[config.mk]
export PLATFORM = sky130hd
export DESIGN_NAME = partition_scheduler
export DESIGN_NICKNAME = d
export VERILOG_FILES = /design/src/rtl/partition_sched_pkg.sv /design/src/rtl/tile_index_counter.sv /design/src/rtl/partition_scheduler.sv
export SDC_FILE = /design/constraint.sdc
export NUM_CORES = 1
export LEC_CHECK = 0
export ABC_CLOCK_PERIOD_IN_PS = 3100
export CAP_MARGIN = 20
export CELL_PAD_IN_SITES_DETAIL_PLACEMENT = 1
export CELL_PAD_IN_SITES_GLOBAL_PLACEMENT = 2
export CORE_AREA = 2 2 119 121
export CTS_CLUSTER_DIAMETER = 120
export CTS_CLUSTER_SIZE = 14
export DETAILED_ROUTE_END_ITERATION = 16
export DIE_AREA = 0 0 121 123
export PLACE_DENSITY_LB_ADDON = 0.1
export SLEW_MARGIN = 15
export SYNTH_ARGS = -nofsm -noshare
export SYNTH_HDL_FRONTEND = slang
export SYNTH_SLANG_ARGS = --single-unit
[constraint.sdc]
create_clock -name clk -period 3.1 [get_ports clk]
set_clock_uncertainty 0.05 [all_clocks]
set_input_delay 0.465 -clock clk [delete_from_list [all_inputs] [get_ports clk]]
set_output_delay 0.465 -clock clk [all_outputs]
set_load 0.01 [all_outputs]
[src/rtl/partition_sched_pkg.sv]
// Shared types and elaboration-time helpers for the partition scheduler.
package partition_sched_pkg;

  typedef enum logic [2:0] {
    ST_IDLE,
    ST_LOAD,
    ST_RUN,
    ST_TILE,
    ST_DONE
  } sched_state_e;

  function automatic int tiles_x(input int array_width, input int part_width, input int stride);
    return (array_width - part_width) / stride + 1;
  endfunction

  function automatic int tiles_y(input int array_height, input int part_height, input int stride);
    return (array_height - part_height) / stride + 1;
  endfunction

  function automatic int row_step(input int stride, input int array_width);
    return stride * array_width;
  endfunction

endpackage

[src/rtl/tile_index_counter.sv]
// Nested tx/ty raster counter tracking the base address of the current partition.
module tile_index_counter #(
  parameter int ADDRESS_WIDTH = 16,
  parameter int TILES_X       = 1,
  parameter int TILES_Y       = 1,
  parameter int COL_STEP      = 1,
  parameter int ROW_STEP      = 1
) (
  input  logic                     clk,
  input  logic                     rst_n,
  input  logic                     clear_i,
  input  logic                     advance_i,
  input  logic [ADDRESS_WIDTH-1:0] base_i,
  output logic [ADDRESS_WIDTH-1:0] tx_o,
  output logic [ADDRESS_WIDTH-1:0] ty_o,
  output logic [ADDRESS_WIDTH-1:0] cur_base_o,
  output logic                     last_o
);

  localparam logic [ADDRESS_WIDTH-1:0] TX_LAST = ADDRESS_WIDTH'(TILES_X - 1);
  localparam logic [ADDRESS_WIDTH-1:0] TY_LAST = ADDRESS_WIDTH'(TILES_Y - 1);
  localparam logic [ADDRESS_WIDTH-1:0] COL_INC = ADDRESS_WIDTH'(COL_STEP);
  localparam logic [ADDRESS_WIDTH-1:0] ROW_INC = ADDRESS_WIDTH'(ROW_STEP);

  logic [ADDRESS_WIDTH-1:0] tx_q, tx_d;
  logic [ADDRESS_WIDTH-1:0] ty_q, ty_d;
  logic [ADDRESS_WIDTH-1:0] row_base_q, row_base_d;
  logic [ADDRESS_WIDTH-1:0] cur_base_q, cur_base_d;

  assign last_o = (tx_q == TX_LAST) && (ty_q == TY_LAST);

  always_comb begin
    tx_d       = tx_q;
    ty_d       = ty_q;
    row_base_d = row_base_q;
    cur_base_d = cur_base_q;
    if (clear_i) begin
      tx_d       = '0;
      ty_d       = '0;
      row_base_d = base_i;
      cur_base_d = base_i;
    end else if (advance_i && !last_o) begin
      if (tx_q != TX_LAST) begin
        tx_d       = tx_q + 1'b1;
        cur_base_d = cur_base_q + COL_INC;
      end else begin
        // Wrap to the next row: the new partition base is the advanced row base.
        tx_d       = '0;
        ty_d       = ty_q + 1'b1;
        row_base_d = row_base_q + ROW_INC;
        cur_base_d = row_base_q + ROW_INC;
      end
    end
  end

  always_ff @(posedge clk or negedge rst_n) begin
    if (!rst_n) begin
      tx_q       <= '0;
      ty_q       <= '0;
      row_base_q <= '0;
      cur_base_q <= '0;
    end else begin
      tx_q       <= tx_d;
      ty_q       <= ty_d;
      row_base_q <= row_base_d;
      cur_base_q <= cur_base_d;
    end
  end

  assign tx_o       = tx_q;
  assign ty_o       = ty_q;
  assign cur_base_o = cur_base_q;

endmodule

[src/rtl/partition_scheduler.sv]
// Walks the address generator over every partition of a feature map and emits a token per partition.
// state | meaning
// IDLE  | waiting for start
// LOAD  | generator latches agen_address (agen_run low)
// RUN   | generator walks the window until agen_done
// TILE  | token offered on tile_valid until tile_ready
// DONE  | one-cycle done pulse, then back to IDLE
module partition_scheduler
  import partition_sched_pkg::*;
#(
  parameter int ARRAY_WIDTH      = 28,
  parameter int ARRAY_HEIGHT     = 28,
  parameter int PARTITION_WIDTH  = 5,
  parameter int PARTITION_HEIGHT = 5,
  parameter int STRIDE           = 1,
  parameter int ADDRESS_WIDTH    = 16
) (
  input  logic                     clk,
  input  logic                     rst_n,
  input  logic                     start,
  input  logic [ADDRESS_WIDTH-1:0] base_addr,
  output logic [ADDRESS_WIDTH-1:0] agen_address,
  output logic                     agen_run,
  input  logic                     agen_done,
  output logic                     tile_valid,
  input  logic                     tile_ready,
  output logic [ADDRESS_WIDTH-1:0] tile_x,
  output logic [ADDRESS_WIDTH-1:0] tile_y,
  output logic                     busy,
  output logic                     done
);

  localparam int TILES_X = tiles_x(ARRAY_WIDTH, PARTITION_WIDTH, STRIDE);
  localparam int TILES_Y = tiles_y(ARRAY_HEIGHT, PARTITION_HEIGHT, STRIDE);
  localparam int ROW_STP = row_step(STRIDE, ARRAY_WIDTH);

  sched_state_e state_q, state_d;
  logic         clear;
  logic         advance;
  logic         last;

  assign clear   = (state_q == ST_IDLE) && start;
  assign advance = (state_q == ST_TILE) && tile_ready;

  tile_index_counter #(
    .ADDRESS_WIDTH (ADDRESS_WIDTH),
    .TILES_X       (TILES_X),
    .TILES_Y       (TILES_Y),
    .COL_STEP      (STRIDE),
    .ROW_STEP      (ROW_STP)
  ) u_index (
    .clk        (clk),
    .rst_n      (rst_n),
    .clear_i    (clear),
    .advance_i  (advance),
    .base_i     (base_addr),
    .tx_o       (tile_x),
    .ty_o       (tile_y),
    .cur_base_o (agen_address),
    .last_o     (last)
  );

  always_comb begin
    state_d = state_q;
    unique case (state_q)
      ST_IDLE: if (start)      state_d = ST_LOAD;
      ST_LOAD:                 state_d = ST_RUN;
      ST_RUN:  if (agen_done)  state_d = ST_TILE;
      ST_TILE: if (tile_ready) state_d = last ? ST_DONE : ST_LOAD;
      ST_DONE:                 state_d = ST_IDLE;
      default:                 state_d = ST_IDLE;
    endcase
  end

  always_ff @(posedge clk or negedge rst_n) begin
    if (!rst_n) state_q <= ST_IDLE;
    else        state_q <= state_d;
  end

  // Outputs decode the state register only, so reset clears them without a clock.
  assign agen_run   = (state_q == ST_RUN);
  assign tile_valid = (state_q == ST_TILE);
  assign busy       = (state_q == ST_LOAD) || (state_q == ST_RUN) || (state_q == ST_TILE);
  assign done       = (state_q == ST_DONE);

endmodule

==> results of run 1 <==
## sequential cells by signal (all words and copies together) (netlist names)
name                cells
u_index.tx_o           16
u_index.ty_o           16
u_index.row_base_q     16
state_q                 3
u_index.cur_base_o     16
## path summary, 6_finish.rpt
kind	startpoint	cells after the start	slack [ps]	to
max in group asynchronous	rst_n	2	2160	u_index.row_base_q[7]
hold reg to reg	u_index.row_base_q[0]	2	460	u_index.row_base_q[0]
setup / recovery	u_index.ty_o[12]	7	440	u_index.cur_base_o[4]
setup reg to reg	u_index.ty_o[12]	7	440	u_index.cur_base_o[4]
hold / removal	rst_n	1	140	u_index.tx_o[8]
min in group clk	u_index.row_base_q[0]	2	460	u_index.row_base_q[0]
## worst reg2reg max path: cells and delay by family (launching register included)
| family | cells | cell delay, ps |
|---|---|---|
| AO/OA/AOI/OAI | 3 | 500 |
| AND/OR/NAND/NOR | 2 | 1150 |
| flip-flops | 1 | 420 |
| buffers and inverters | 2 | 420 |
## cell usage after synthesis, drive strengths merged, types with 4 or more instances
master    n  area, µm²
nand3    20        105
xnor2    17        149
nor3     19       95.1
buf      15       82.6
nor4     16        106
a2111o    4       45.0
o21ai    31        166
or4      10       75.1
o2111ai   5       43.8
inv       9       33.8
clkbuf   17       63.8
o211ai    9       67.6
or3      12       75.1
xor2      7       61.3
ha        4       50.1
nand2    49        184
a21oi    35        175
nand2b    8       50.1
dfrtp    67       1680
nand4    17        106
and3     13       81.3
mux2i     9       90.1
o31ai     7       52.6
nor2     35        131
and2      5       31.3
a31oi    10       77.6
and4      5       43.8
## kinds of logic (layout without fill, tap and decap cells)
logic type	after synthesis	count (layout)	share of synthesized area, %
muxes	9	9	2.10
xor gates and xnor gates	24	24	4.91
AOI/OAI and AO/OA	127	127	20.2
adders and majority gates	4	4	1.17
DFF	67	67	39.2
buffers and inverters	42	116	4.30
and+or+nand+nor	223	223	28.1
## stage by stage
step,utilization (%),area (µm²)
final,40.8,5550
after global routing,40.8,5550
after CTS,40.8,5550
after detailed placement,38.7,5270
after global placement,38.7,5270
after floorplan,-,4280
## layout make-up
class                   instances  area, µm²
clock buffers                  13        270
clock inverters                 2       10.0
fillers                      1587       8060
inverters                      10       37.5
multi-input cells             387       2430
flip-flops and latches         67       1680
well taps                     180        225
repair buffers                 91        908
## power by group
group	switching [µW]	leakage [µW]	internal [µW]
clock	384	0.000141	600
combinational	827	0.00119	761
sequential	389	0.000847	1120
## layer usage
metal / GRT usage [%] / wire length [µm]
met1: 27.2 / 6900
met2: 37.4 / 7650
met3: 3.78 / 376
met4: 6.69 / 263
met5: 0 / 0
==> results by group, run 1 <==
Pwr
  • Leakage Power: 0.00218 µW
  • VDD IR max: 0.000329 V
  • Power per Cell Area: 735 nW/µm²
  • Overall Power: 4080 µW

STA
  • RSZ-0062 raised after global routing: no
  • Slew Limit Fails: 0
  • Hold Fails Final Rpt: 0
  • Final setup fails: 0
  • Rel. slew slack: 48.8%
  • Final min period: 2660 ps
  • Period utilization: 85.8%
  • Hold Worst Slack: 142 ps
  • Post-layout worst setup margin: 439 ps
  • Setup tns final: 0 ps
  • Highest clock rate: 376 MHz
  • Slew at the pin with the worst max-slew slack: 761 ps

Cells and area
  • Area delta synth->final: 29.8%
  • Commonest cells after routing, fill and taps aside: clkdlybuf4s50_1, dfrtp_1, nand2_1
  • # nets final: 591
  • Commonest non-fill, non-tap cell in the layout: clkdlybuf4s50_1
  • Diode count: 0
  • Final Non-Filler Cells: 750
  • Fraction of layout cells with a size suffix above 1: 7.19%

GRT
  • First-pass GRT wire length: 24,600 µm
  • Largest net degree at the start of global routing: 50
  • Vias in the first global route: 4,473
  • All-Layer GR Usage: 21.5%
  • Antenna violations before repair: 0
  • Total congestion overflow: 0

CTS
  • Post CTS Setup Buffer Count: 0
  • Clk Latency, worst-skew pair: 340 ps
  • Root buf cell: clkbuf_16
  • Clock sink count: 67
  • Post_cts resized: 0
  • Worst-path clk slew: 50 ps
  • H-tree depth: 3
  • Clock Tree Buf Depth: 2
  • CTS Buf Count: 9
  • CTS Hold Buffers Added: 0
  • CTS tree: yes

Yosys
  • Synth cell types: 63
  • Post-Syn Area: 4280 µm²
  • Seq cells post-synth: 67
  • Post-synth EDFFs: 0
  • Syn Inst Count: 496
  • Most used DFF post-synth: dfrtp_1
  • Post-synthesis average cell area: 8.63 µm²
  • Synth Net Count: 521
  • Ys async rst share: 100%
  • Synth warn: 0
  • Seq/Total Area, Yosys: 39.2%

Setup path
  • Max stage delay on crit path: 580 ps
  • Cell breakdown of the critical path: or4b_1 -> or4_1 -> buf_4 -> o21ai_4 -> buf_12 -> a21oi_1 -> o221a_1
  • Worst path slowest cell: or4b_1
  • Worst Path Arrival: 2830 ps
  • Crit. End Element: register
  • CP Buf/Inv Count: 2
  • CP delay by family, top: simple AND/OR/NAND/NOR gates
  • Crit path kind: reg -> reg
  • Crit path max fanout: 25
  • Startpoint type of the worst setup path: register
  • Worst path required time: 3270 ps

Floorplan
  • Die ar.: 14,900 µm²
  • Die height: 123 µm
  • Initial Utilization: 31.4%
  • Number of placed I/O pins: 73
  • Die X-Extent: 121 µm
  • Core Area: 13,600 µm²
  • Row cnt: 43

Routing
  • DR iter-0 viols: 207
  • Vias: 4,302
  • DRT Wirelength: 15,200 µm
  • DR pass1 iterations: 4
  • WL/cell: 20.2 µm
  • DRC viols: 0
  • Via density: 5.74
  • ANT nets after route: 0

Worst hold path
  • Worst Hold Class: in -> async

Placed design
  • Placed cells: 735
  • Setup WS pre-CTS: 466 ps
  • DPL Wire Length: 10,600 µm
  • IO buf count: 72
  • RePlAce Congestion: 0.846

Status
  • Outcome: finished, final reports clean

Flow run
  • Max cap viols: 0
Power figures use the tool's default switching activity.
==> run 2: changes to the inputs <==
CORE_AREA = 2 2 114 127   (was 2 2 119 121)
DIE_AREA = 0 0 116 129   (was 0 0 121 123)
==> run 2 against run 1 <==
Against the previous run: via count shrank 0.28%; routed wire length increased by 1.1%; sequential power barely moved; total power grew 1.6%; critical endpoint is now u_index.row_base_q[10]; design area rose by 0.16%; hold slack improved by 160 ps; cell count up 1.6%; fmax shrank 6.6%.
==> results by group, run 2 (same netlist as run 1, synthesis figures left out) <==
Placed design
  • DPL Wire Length: 10,600 µm
  • RePlAce Congestion: 0.856
  • IO buf count: 72

Routing
  • ANT nets after route: 0
  • Via density: 5.63
  • DRT Wirelength: 15,400 µm
  • DR iter-0 viols: 157
  • DRC viols: 0
  • DR pass1 iterations: 4
  • WL/cell: 20.1 µm
  • Vias: 4,290

GRT
  • Total congestion overflow: 0
  • All-Layer GR Usage: 21.5%
  • Antenna violations before repair: 0
  • Vias in the first global route: 4,487
  • First-pass GRT wire length: 24,800 µm
  • Largest net degree at the start of global routing: 68

STA
  • Setup tns final: 0 ps
  • RSZ-0062 raised after global routing: no
  • Final setup fails: 0
  • Slew at the pin with the worst max-slew slack: 997 ps
  • Final min period: 2850 ps
  • Highest clock rate: 351 MHz
  • Period utilization: 91.9%
  • Hold Worst Slack: 299 ps
  • Hold Fails Final Rpt: 0
  • Slew Limit Fails: 0
  • Rel. slew slack: 33.0%

Cells and area
  • Commonest non-fill, non-tap cell in the layout: clkdlybuf4s50_1
  • # fillers: 1,643
  • Commonest cells after routing, fill and taps aside: clkdlybuf4s50_1, dfrtp_1, nand2_1
  • Area delta synth->final: 30.0%
  • Final core occ: 40.8%
  • # nets final: 594
  • Fraction of layout cells with a size suffix above 1: 8.19%
  • Diode count: 0

Pwr
  • Leakage Power: 0.00219 µW
  • Power per Cell Area: 746 nW/µm²
  • VDD IR max: 0.000243 V

Worst hold path
  • Worst Hold Class: in -> async

CTS
  • Clk Latency, worst-skew pair: 350 ps
  • Root buf cell: clkbuf_16
  • CTS tree: yes
  • Clock Tree Buf Depth: 2
  • CTS Buf Count: 9
  • Post CTS Setup Buffer Count: 0
  • CTS Hold Buffers Added: 0
  • Clock sink count: 67
  • Worst-path clk slew: 60 ps
  • H-tree depth: 3
  • Post_cts resized: 0

Setup path
  • Worst path required time: 3280 ps
  • CP Buf/Inv Count: 1
  • Startpoint type of the worst setup path: register
  • CP delay by family, top: simple AND/OR/NAND/NOR gates
  • Max stage delay on crit path: 810 ps
  • Crit. End Element: register
  • Crit path kind: reg -> reg
  • Crit path max fanout: 19
  • Worst Path Arrival: 3030 ps
  • Worst path slowest cell: or4_1
  • Cell breakdown of the critical path: or4b_1 -> or4_1 -> o21ai_4 -> buf_4 -> nor2_1 -> a221o_1

Floorplan
  • Initial Utilization: 31.4%
  • Die X-Extent: 116 µm
  • Row cnt: 45
  • Core Area: 13,600 µm²
  • Number of placed I/O pins: 73
  • Die ar.: 15,000 µm²
  • Die height: 129 µm

Status
  • Outcome: finished, final reports clean

Flow run
  • Max cap viols: 0
run 2: final timing paths:
path	from	to	slack (ps)	cells past startpoint
max in group asynchronous	rst_n	u_index.row_base_q[5]	2100	2
min in group clk	u_index.row_base_q[1]	u_index.row_base_q[1]	410	2
setup reg to reg	u_index.ty_o[7]	u_index.row_base_q[10]	250	6
hold reg to reg	u_index.row_base_q[1]	u_index.row_base_q[1]	410	2
hold / removal	rst_n	u_index.tx_o[8]	300	2
setup / recovery	u_index.ty_o[7]	u_index.row_base_q[10]	250	6
run 2: metrics by stage:
step                      power (µW)  worst slack (ps)  instance area, µm²  cells
after floorplan                 2360               624                4280    496
after global placement          3070               335                5270    746
after detailed placement        3120               249                5270    746
after CTS                       4190               242                5560    762
after global routing            4440               127                5560    762
final                           4150               251                5560    762
run 2: per-layer routing:
layer / vias to the layer above / GRT usage [%] / share of wire (%)
met4: 0 / 8.61 / 2.2
met3: 21 / 3.06 / 2.9
li1: 2019 / - / -
met5: - / 0 / 0
met2: 86 / 36.2 / 49
met1: 2164 / 27.9 / 45
run 2: area by class of cell:
cell class              instances  area [µm²]  share of cell area, %
multi-input cells             387        2430                   43.6
flip-flops and latches         67        1680                   30.1
repair buffers                 94         893                   16.1
clock buffers                  10         239                   4.30
well taps                     188         235                   4.23
clock inverters                 6        55.1                  0.990
inverters                      10        37.5                  0.675
run 2: report_power, final:
group / internal, µW / total [µW] / leakage (µW) / switching (µW)
logic: 759 / 1590 / 0.00119 / 829
registers: 1120 / 1510 / 0.000847 / 390
clock network: 637 / 1050 / 0.000152 / 413
==> run 3: changes to the inputs <==
CORE_AREA = 8 8 120 133   (was 2 2 114 127)
DIE_AREA = 0 0 128 141   (was 0 0 116 129)
==> run 3 against run 2 <==
Against the previous run: worst setup slack better by 130 ps; combinational power about the same; routed wire length grew 2.0%; register-to-register slack gained 130 ps; clock-buffer cell count increased by 3.
==> results by group, run 3 (same netlist as run 1, synthesis figures left out) <==
STA
  • RSZ-0062 raised after global routing: no
  • Hold Fails Final Rpt: 0
  • Final min period: 2720 ps
  • Setup tns final: 0 ps
  • Rel. slew slack: 36.5%
  • Hold Worst Slack: 283 ps
  • Period utilization: 87.8%
  • Highest clock rate: 367 MHz
  • Slew Limit Fails: 0
  • Slew at the pin with the worst max-slew slack: 953 ps
  • Final setup fails: 0

CTS
  • Clock sink count: 67
  • CTS Hold Buffers Added: 0
  • Root buf cell: clkbuf_16
  • Post_cts resized: 0
  • CTS Buf Count: 9
  • Worst-path clk slew: 60 ps
  • Post CTS Setup Buffer Count: 0
  • Clk Latency, worst-skew pair: 340 ps
  • CTS tree: yes
  • H-tree depth: 3
  • Clock Tree Buf Depth: 2

Routing
  • DRC viols: 0
  • Vias: 4,191
  • DR iter-0 viols: 284
  • Via density: 5.54
  • ANT nets after route: 0
  • WL/cell: 20.7 µm
  • DR pass1 iterations: 4
  • DRT Wirelength: 15,700 µm

Cells and area
  • # fillers: 1,621
  • Commonest non-fill, non-tap cell in the layout: clkdlybuf4s50_1
  • # nets final: 590
  • Area delta synth->final: 28.9%
  • Diode count: 0
  • Commonest cells after routing, fill and taps aside: clkdlybuf4s50_1, dfrtp_1, nand2_1
  • Fraction of layout cells with a size suffix above 1: 7.21%

Floorplan
  • Die height: 141 µm
  • Row cnt: 45
  • Initial Utilization: 31.4%
  • Core Area: 13,600 µm²
  • Die ar.: 18,000 µm²
  • Die X-Extent: 128 µm
  • Number of placed I/O pins: 73

GRT
  • Antenna violations before repair: 0
  • Total congestion overflow: 0
  • Largest net degree at the start of global routing: 68
  • All-Layer GR Usage: 17.8%
  • First-pass GRT wire length: 25,300 µm
  • Vias in the first global route: 4,423

Setup path
  • Crit. End Element: register
  • Crit path kind: reg -> reg
  • Startpoint type of the worst setup path: register
  • Worst path required time: 3280 ps
  • Worst Path Arrival: 2900 ps
  • Crit path max fanout: 17

Pwr
  • Power per Cell Area: 742 nW/µm²
  • Leakage Power: 0.00216 µW
  • VDD IR max: 0.000262 V

Placed design
  • IO buf count: 72
  • DPL Wire Length: 11,000 µm
  • RePlAce Congestion: 0.783

Worst hold path
  • Worst Hold Class: in -> async

Flow run
  • Max cap viols: 0

Status
  • Outcome: finished, final reports clean
[run 3: cell types whose count changed in the layout (fill, tap and decap cells not counted)]
cell | before | now
buf_4 | 21 | 17
clkbuf_1 | 0 | 1
clkinv_2 | 5 | 2
bufinv_16 | 1 | 0
clkbuf_8 | 1 | 3
[run 3: metrics by stage]
| stage | power [µW] | worst slack, ps | utilization, % | instance area (µm²) | instances |
|---|---|---|---|---|---|
| 6_report | 4100 | 377 | 40.5 | 5520 | 757 |
| 5_1_grt | 4380 | 201 | 40.5 | 5520 | 757 |
| 4_1_cts | 4140 | 339 | 40.5 | 5520 | 757 |
| 3_5_place_dp | 3120 | 356 | 38.4 | 5240 | 742 |
| 3_3_place_gp | 3090 | 405 | 38.4 | 5240 | 742 |
| 2_1_floorplan | 2360 | 624 | - | 4280 | 496 |
[run 3: layout make-up]
cell class | instances | area [µm²] | area share, %
Clock buffer | 13 | 270 | 4.90
Clock inverter | 2 | 10.0 | 0.181
Inverter | 10 | 37.5 | 0.680
Multi-Input combinational cell | 387 | 2430 | 44.0
Sequential cell | 67 | 1680 | 30.4
Tap cell | 188 | 235 | 4.26
Timing Repair Buffer | 90 | 863 | 15.6
[run 3: routing by layer]
layer	track usage [%]	vias up	wire length, µm
li1	-	2004	-
met1	23.0	2099	6960
met2	29.2	73	7750
met3	3.73	15	736
met4	5.45	0	212
met5	0	-	0
[run 3: worst paths after layout]
| path | endpoint | slack [ps] | cells past startpoint | startpoint |
|---|---|---|---|---|
| setup / recovery | u_index.cur_base_o[14] | 380 | 6 | u_index.ty_o[12] |
| max in group asynchronous | u_index.row_base_q[7] | 2070 | 2 | rst_n |
| min in group clk | u_index.row_base_q[1] | 420 | 2 | u_index.row_base_q[1] |
| hold reg to reg | u_index.row_base_q[1] | 420 | 2 | u_index.row_base_q[1] |
| hold / removal | u_index.tx_o[13] | 280 | 2 | rst_n |
| setup reg to reg | u_index.cur_base_o[14] | 380 | 6 | u_index.ty_o[12] |
[run 3: power breakdown]
| part | switching, µW | total (µW) | internal (µW) |
|---|---|---|---|
| Sequential | 392 | 1510 | 1120 |
| Combinational | 821 | 1570 | 752 |
| Clock | 409 | 1010 | 601 |
| Total | 1620 | 4100 | 2470 |
[run 3: critical path: stages, from the launching register on]
cell       delay (ps)
dfrtp_1           410
or4b_1            560
or4_1             630
buf_4             220
nand3_2           280
nor3_1            130
a2111oi_2         330
